## src/rtl/alu_pkg.sv

```systemverilog
// Shared ALU definitions: opcode encodings, opcode type, flag bundle.
// Latency: n/a (types and constants only).
// Backpressure: n/a.
package alu_pkg;

  typedef logic [3:0] alu_op_t;

  localparam alu_op_t OP_AND  = 4'b0000;
  localparam alu_op_t OP_OR   = 4'b0001;
  localparam alu_op_t OP_ADD  = 4'b0010;
  localparam alu_op_t OP_XOR  = 4'b0011;
  localparam alu_op_t OP_SLL  = 4'b0100;
  localparam alu_op_t OP_SRL  = 4'b0101;
  localparam alu_op_t OP_SUB  = 4'b0110;
  localparam alu_op_t OP_SLT  = 4'b0111;
  localparam alu_op_t OP_SRA  = 4'b1000;
  localparam alu_op_t OP_SLTU = 4'b1001;
  localparam alu_op_t OP_NOR  = 4'b1010;

  typedef struct packed {
    logic zero;
    logic negative;
    logic carry;
    logic overflow;
    logic illegal;
  } alu_flags_t;

endpackage

```

## src/rtl/alu_datapath.sv

```systemverilog
// Combinational ALU core: result and flags from a, b, opcode.
// Latency: 0 cycles (pure combinational).
// Backpressure: none; output follows inputs continuously.
// Ports: a_i/b_i operands, opcode_i operation, result_o value, flags_o status.
module alu_datapath
  import alu_pkg::*;
#(
  parameter int WIDTH   = 32,
  parameter int SHAMT_W = 5
) (
  input  logic [WIDTH-1:0] a_i,
  input  logic [WIDTH-1:0] b_i,
  input  alu_op_t          opcode_i,
  output logic [WIDTH-1:0] result_o,
  output alu_flags_t       flags_o
);

  localparam int MSB = WIDTH - 1;

  logic [WIDTH:0]     sum;
  logic [WIDTH:0]     diff;
  logic [SHAMT_W-1:0] shamt;
  logic [WIDTH-1:0]   res;
  logic               carry;
  logic               ovf;
  logic               illegal;

  // Extra top bit holds carry-out for the sum and borrow for the difference.
  assign sum   = {1'b0, a_i} + {1'b0, b_i};
  assign diff  = {1'b0, a_i} - {1'b0, b_i};
  assign shamt = b_i[SHAMT_W-1:0];

  always_comb begin
    res     = '0;
    carry   = 1'b0;
    ovf     = 1'b0;
    illegal = 1'b0;
    // Any opcode that matches no item (unassigned or carrying X/Z) lands in
    // default, so the outputs stay a known zero result with illegal set.
    case (opcode_i)
      OP_AND:  res = a_i & b_i;
      OP_OR:   res = a_i | b_i;
      OP_XOR:  res = a_i ^ b_i;
      OP_NOR:  res = ~(a_i | b_i);
      OP_ADD: begin
        res   = sum[WIDTH-1:0];
        carry = sum[WIDTH];
        ovf   = (a_i[MSB] == b_i[MSB]) && (sum[MSB] != a_i[MSB]);
      end
      OP_SUB: begin
        res   = diff[WIDTH-1:0];
        carry = diff[WIDTH];
        ovf   = (a_i[MSB] != b_i[MSB]) && (diff[MSB] != a_i[MSB]);
      end
      OP_SLL:  res = a_i << shamt;
      OP_SRL:  res = a_i >> shamt;
      OP_SRA:  res = $unsigned($signed(a_i) >>> shamt);
      OP_SLT:  res = {{(WIDTH-1){1'b0}}, ($signed(a_i) < $signed(b_i))};
      OP_SLTU: res = {{(WIDTH-1){1'b0}}, (a_i < b_i)};
      default: illegal = 1'b1;
    endcase
  end

  assign result_o          = res;
  assign flags_o.zero      = (res == '0);
  assign flags_o.negative  = res[MSB];
  assign flags_o.carry     = carry;
  assign flags_o.overflow  = ovf;
  assign flags_o.illegal   = illegal;

endmodule

```

## src/rtl/alu_unit.sv

```systemverilog
// Execute-stage ALU: registers alu_datapath result/flags on enabled edges.
// Latency: 1 cycle from en to valid/result.
// Backpressure: none; en=0 holds result/flags and drops valid next edge.
// Ports: clk, rst_n (async low), en, a, b, opcode in; result, zero, negative,
//        carry, overflow, illegal, valid out (all registered).
module alu_unit
  import alu_pkg::*;
#(
  parameter int WIDTH   = 32,
  parameter int SHAMT_W = 5
) (
  input  logic             clk,
  input  logic             rst_n,
  input  logic             en,
  input  logic [WIDTH-1:0] a,
  input  logic [WIDTH-1:0] b,
  input  logic [3:0]       opcode,
  output logic [WIDTH-1:0] result,
  output logic             zero,
  output logic             negative,
  output logic             carry,
  output logic             overflow,
  output logic             illegal,
  output logic             valid
);

  logic [WIDTH-1:0] result_d, result_q;
  alu_flags_t       flags_d, flags_q;
  logic             valid_q;

  alu_datapath #(
    .WIDTH   (WIDTH),
    .SHAMT_W (SHAMT_W)
  ) u_datapath (
    .a_i      (a),
    .b_i      (b),
    .opcode_i (opcode),
    .result_o (result_d),
    .flags_o  (flags_d)
  );

  always_ff @(posedge clk or negedge rst_n) begin
    if (!rst_n) begin
      result_q <= '0;
      flags_q  <= '0;
      valid_q  <= 1'b0;
    end else begin
      valid_q <= en;
      if (en) begin
        result_q <= result_d;
        flags_q  <= flags_d;
      end
    end
  end

  assign result   = result_q;
  assign zero     = flags_q.zero;
  assign negative = flags_q.negative;
  assign carry    = flags_q.carry;
  assign overflow = flags_q.overflow;
  assign illegal  = flags_q.illegal;
  assign valid    = valid_q;

endmodule

```

## config.mk

```make
export PLATFORM = sky130hd
export DESIGN_NAME = alu_unit
export DESIGN_NICKNAME = d
export VERILOG_FILES = /design/src/rtl/alu_pkg.sv /design/src/rtl/alu_datapath.sv /design/src/rtl/alu_unit.sv
export SDC_FILE = /design/constraint.sdc
export NUM_CORES = 1
export LEC_CHECK = 0
export BUFFER_PORTS_ARGS = -buffer_cell sky130_fd_sc_hd__buf_2
export CAP_MARGIN = 25
export CORE_MARGIN = 5
export CORE_UTILIZATION = 63
export CTS_CLUSTER_DIAMETER = 120
export DETAILED_ROUTE_END_ITERATION = 6
export GPL_ROUTABILITY_DRIVEN = 0
export PLACE_DENSITY = 0.91
export REMOVE_ABC_BUFFERS = 1
export SLEW_MARGIN = 20
export SYNTH_ARGS = -nofsm -noshare
export SYNTH_HDL_FRONTEND = slang
export SYNTH_HIERARCHICAL = 1
export SYNTH_SLANG_ARGS = --single-unit
export TNS_END_PERCENT = 30
```

## constraint.sdc

```tcl
create_clock -name clk -period 0.9 [get_ports clk]
set_input_delay 0.09 -clock clk [delete_from_list [all_inputs] [get_ports clk]]
set_output_delay 0.09 -clock clk [all_outputs]
set_load 0.005 [all_outputs]
```

==> impl_metrics.tcl, run 1 <==
set metrics [dict create \
    status "did not finish" \
    stop_stage "clock tree synthesis (4_1_cts)" \
    error "[ERROR DPL-0038] Utilization greater than 100%, impossible to legalize" \
    numCtsBuffers 5 \
    synth_top_family_by_area "compound AO/OA/AOI/OAI gates" \
    rows 50 \
    yosysSeqAreaShare 0.0798 \
    cts_buffer_depth 2 \
    placed_cells 2501 \
    synth_simple_gate_area_frac 0.207 \
    synth_async_sr_flop_share 1.00 \
    syn_area_per_cell_um2 7.35 \
    cts_root_buf "clkbuf_16" \
    numPortBuffers 108 \
    h-tree-depth 2 \
    start_util 0.639 \
    cts.sinks 38 \
    yosysTopAreaCellShare 0.104 \
    synth_compound_area_frac 0.342 \
    yosys-top-cells-area "ha_1, dfrtp_1, a21oi_1" \
    synth_top_area_cell "ha_1" \
    ios 109 \
    place_ws_ns -3.31 \
    synth.area.mux_share 0.158 \
    synth-main-ff-cell "dfrtp_1" \
    synth_warnings 6 \
    syn_inst 1622 \
    die_w_um 148 \
    post_cts.repair.setup_buffers 50 \
    die_h_um 148 \
    synth_edf_count 0 \
    synthXorXnorAreaFrac 0.0176 \
    yosys.cell_types.count 97 \
    synthAdderAreaFrac 0.107 \
    ys_seq_elements 38 \
    dp_hpwl_um 59800 \
    syn_area_um2 11900 \
    cts_hold_buf 1 \
    cts.repair.resized 316 \
]
-- cells in the mapped netlist, types with 17 or more instances --
library cell and instances:
o211ai_1 30, inv_1 99, mux2_2 32, a221oi_1 17
buf_2 31, a21oi_1 123, dfrtp_1 38, nor2_1 130
o221ai_1 22, a22oi_1 32, mux2i_1 58, nor2b_1 17
nand4_1 18, ha_1 99, buf_1 20, clkbuf_1 66
a211oi_1 41, a21o_1 19, o22ai_1 27, nor3_1 49
mux4_2 21, nand2b_1 25, nand3_1 32, o21ai_0 73
nand2_1 134, mux2_4 31, a31oi_1 19, xnor2_1 23
-- stage by stage --
step | instance area [um^2] | hold slack [ns]
global placement | 17200 | -0.0232
floorplan | 11200 | -0.206
detailed placement | 17200 | -0.0264
-- logic make-up after synthesis --
kind of cell	Yosys count
AOI/OAI and AO/OA	579
xor gates and xnor gates	24
adders and majority gates	101
buffers and inverters	238
DFF	38
muxes	142
and+or+nand+nor	500
==> inputs of run 2 (changes only) <==
--- a/config.mk
+++ b/config.mk
@@ -8,11 +8,10 @@
 export BUFFER_PORTS_ARGS = -buffer_cell sky130_fd_sc_hd__buf_2
 export CAP_MARGIN = 25
 export CORE_MARGIN = 5
-export CORE_UTILIZATION = 63
-export CTS_CLUSTER_DIAMETER = 120
+export CORE_UTILIZATION = 40
 export DETAILED_ROUTE_END_ITERATION = 6
 export GPL_ROUTABILITY_DRIVEN = 0
-export PLACE_DENSITY = 0.91
+export PLACE_DENSITY_LB_ADDON = 0.15
 export REMOVE_ABC_BUFFERS = 1
 export SLEW_MARGIN = 20
 export SYNTH_ARGS = -nofsm -noshare
==> impl_metrics.tcl, run 2 <==
set metrics [dict create \
    routed_wl_um 66500 \
    ys_seq_elements 38 \
    cpMaxStageDelayCell "or4_4" \
    netlist_top_cells_count "nand2_1, nor2_1, a21oi_1" \
    grt_start_max_net_pins 48 \
    largest_reg_flops 32 \
    crit_fanout 3 \
    slew_violations 0 \
    r2r_start "result[11]" \
    cts_tree "yes" \
    worstSetupPathType "input pin to register" \
    numPortBuffers 108 \
    r2r_end "result[11]" \
    vias_per_cell 6.37 \
    worst-path-buf-inv 2 \
    vias 17400 \
    wl_per_cell_um 24.3 \
    synth_edf_count 0 \
    power_mw 17.3 \
    firstDrtPassIters 6 \
    path_cells "buf_8 > inv_6 > ha_4 > or4_4 > or3_4 > a211oi_4 > o21ai_2 > a211oi_4 > nor2_1 > a32oi_1 > and3_1 > a21oi_2 > or4_1 > nor4b_2 > mux2_4" \
    rows 63 \
    grt_util_met2 0.574 \
    yosysSeqAreaShare 0.0798 \
    hold_slack_ns 0.187 \
    syn_area_per_cell_um2 7.35 \
    die_h_um 183 \
    dieArea_um2 33400 \
    reg2reg_depth 1 \
    status "finished, violations left" \
    fmax_mhz 291 \
    multiInputGateArea_um2 10800 \
    cellLeakagePower_nw 9.20 \
    synth_simple_gate_area_frac 0.207 \
    drive_gt1_frac 0.469 \
    insertedDiodeCount 0 \
    synth-main-ff-cell "dfrtp_1" \
    grtUsageMet1 0.472 \
    die_w_um 183 \
    drt_iter0_markers 2446 \
    syn_area_um2 11900 \
    synth_top_family_by_area "compound AO/OA/AOI/OAI gates" \
    overflow 0 \
    maxCapViolCount 0 \
    gr-usage-met3 0.0849 \
    synth_warnings 6 \
    grt_pass1_wl_um 98600 \
    h-tree-depth 2 \
    ir_drop_uv 764 \
    timing.critical_path.mode_cell "a211oi_4" \
    fin_crit_sh 3.81 \
    numCtsBuffers 5 \
    r2r_slack_ns 0.13 \
    grt_pass1_vias 16800 \
    start_util 0.403 \
    final_cell_mix "buf_4, nand2_1, nor2_1" \
    synth.most_common_cell "nand2_1" \
    yosysTopAreaCellShare 0.104 \
    worst_slew_pin_slew_ns 0.847 \
    cpPeakStageDelay_ns 0.55 \
    finalClockSkew_ns 0 \
    seqCellArea_um2 951 \
    cts.sinks 38 \
    cp_num_cells 15 \
    finalNetCount 2511 \
    yosys-top-cells-area "ha_1, dfrtp_1, a21oi_1" \
    yosys.cell_types.count 97 \
    top_usage_layer "met2" \
    grtUsageTotal 0.376 \
    post-route-drc-count 0 \
    failed_checks "negative setup slack" \
    finalSetupViolCount 47 \
    power_density_nw_per_um2 897 \
    fill_cells 2579 \
    antenna_found_initial 2 \
    ios 109 \
    cpLargestDelayFamily "simple AND/OR/NAND/NOR gates" \
    dp_hpwl_um 52900 \
    startpoint_type "input pin" \
    insertion_delay_ns 0.30 \
    synth.area.mux_share 0.158 \
    mostFrequentLayoutCell "buf_4" \
    slew_headroom 0.435 \
    area_delta_synth_final_pct 61.6 \
    synthXorXnorAreaFrac 0.0176 \
    cts_root_buf "clkbuf_16" \
    synthAdderAreaFrac 0.107 \
    syn_inst 1622 \
    synth_async_sr_flop_share 1.00 \
    synth_top_area_cell "ha_1" \
    required_ns 1.14 \
    fin_ws_ns -2.53 \
    synth_compound_area_frac 0.342 \
    fin_crit_ns 3.43 \
    cts_buffer_depth 2 \
    finalHoldViolations 0 \
    ant_nets 0 \
    end_kind "register" \
    critPathArrivalTime_ns 3.67 \
    min-delay-path-class "input pin to asynchronous set/reset pin" \
    post-route-util 0.652 \
    rsz0062_at_grt "yes" \
    clk_pin_slew_ns 0.07 \
    core-area_um2 29600 \
]
[run 2: cell families (layout without fill, tap and decap cells)]
group / Yosys count / after routing
muxes: 142 / 142
and+or+nand+nor: 500 / 500
xor gates and xnor gates: 24 / 24
buffers and inverters: 238 / 956
AOI/OAI and AO/OA: 579 / 579
adders and majority gates: 101 / 101
DFF: 38 / 38
[run 2: how the worst max path moves through the flow]
stage | from | end
after floorplan | b[1] | zero
after global placement | b[0] | zero
after detailed placement | b[0] | zero
after CTS | b[7] | zero
after global routing | b[7] | zero
final | b[7] | zero
[run 2: area by class of cell]
cell class / instances / area share
Inverter: 103 / 0.0205
Clock buffer: 6 / 0.00721
Timing Repair Buffer: 845 / 0.332
Sequential cell: 38 / 0.0494
Tap cell: 390 / 0.0253
Clock inverter: 2 / 0.00312
Multi-Input combinational cell: 1346 / 0.562
[run 2: per-stage QoR]
step / cells / TNS (ns) / cell area (um^2) / worst slack (ns)
global route: 2730 / -68.81 / 19300 / -2.62
detailed placement: 2691 / -82.30 / 17700 / -3.15
global placement: 2691 / -80.65 / 17700 / -3.01
floorplan: 1487 / -82.37 / 11200 / -3.19
finish: 2730 / -65.81 / 19300 / -2.53
CTS: 2725 / -64.09 / 18800 / -2.46
[run 2: timing repair]
action | CTS | global route
gates cloned | 2 | 0
endpoints found under the hold margin | 38 | 0
setup endpoints to repair | 53 | 74
hold buffers | 1 | 0
pin swaps | 72 | 35
resized for setup | 156 | 76
setup buffers | 29 | 11
[run 2: report_power, final]
| group | internal, mW | switching, mW |
|---|---|---|
| clock | 1.67 | 0.871 |
| combinational | 6.13 | 6.45 |
| sequential | 2.00 | 0.152 |
[run 2: metal layers]
layer / share of wire / up-vias / wire length (um)
met5: 0.00018 / - / 12
met4: 0.091 / 2 / 6020
met3: 0.12 / 362 / 7900
met2: 0.42 / 1377 / 27700
met1: 0.37 / 8050 / 24800
li1: - / 7598 / -
(Power assumes the default switching activity.)
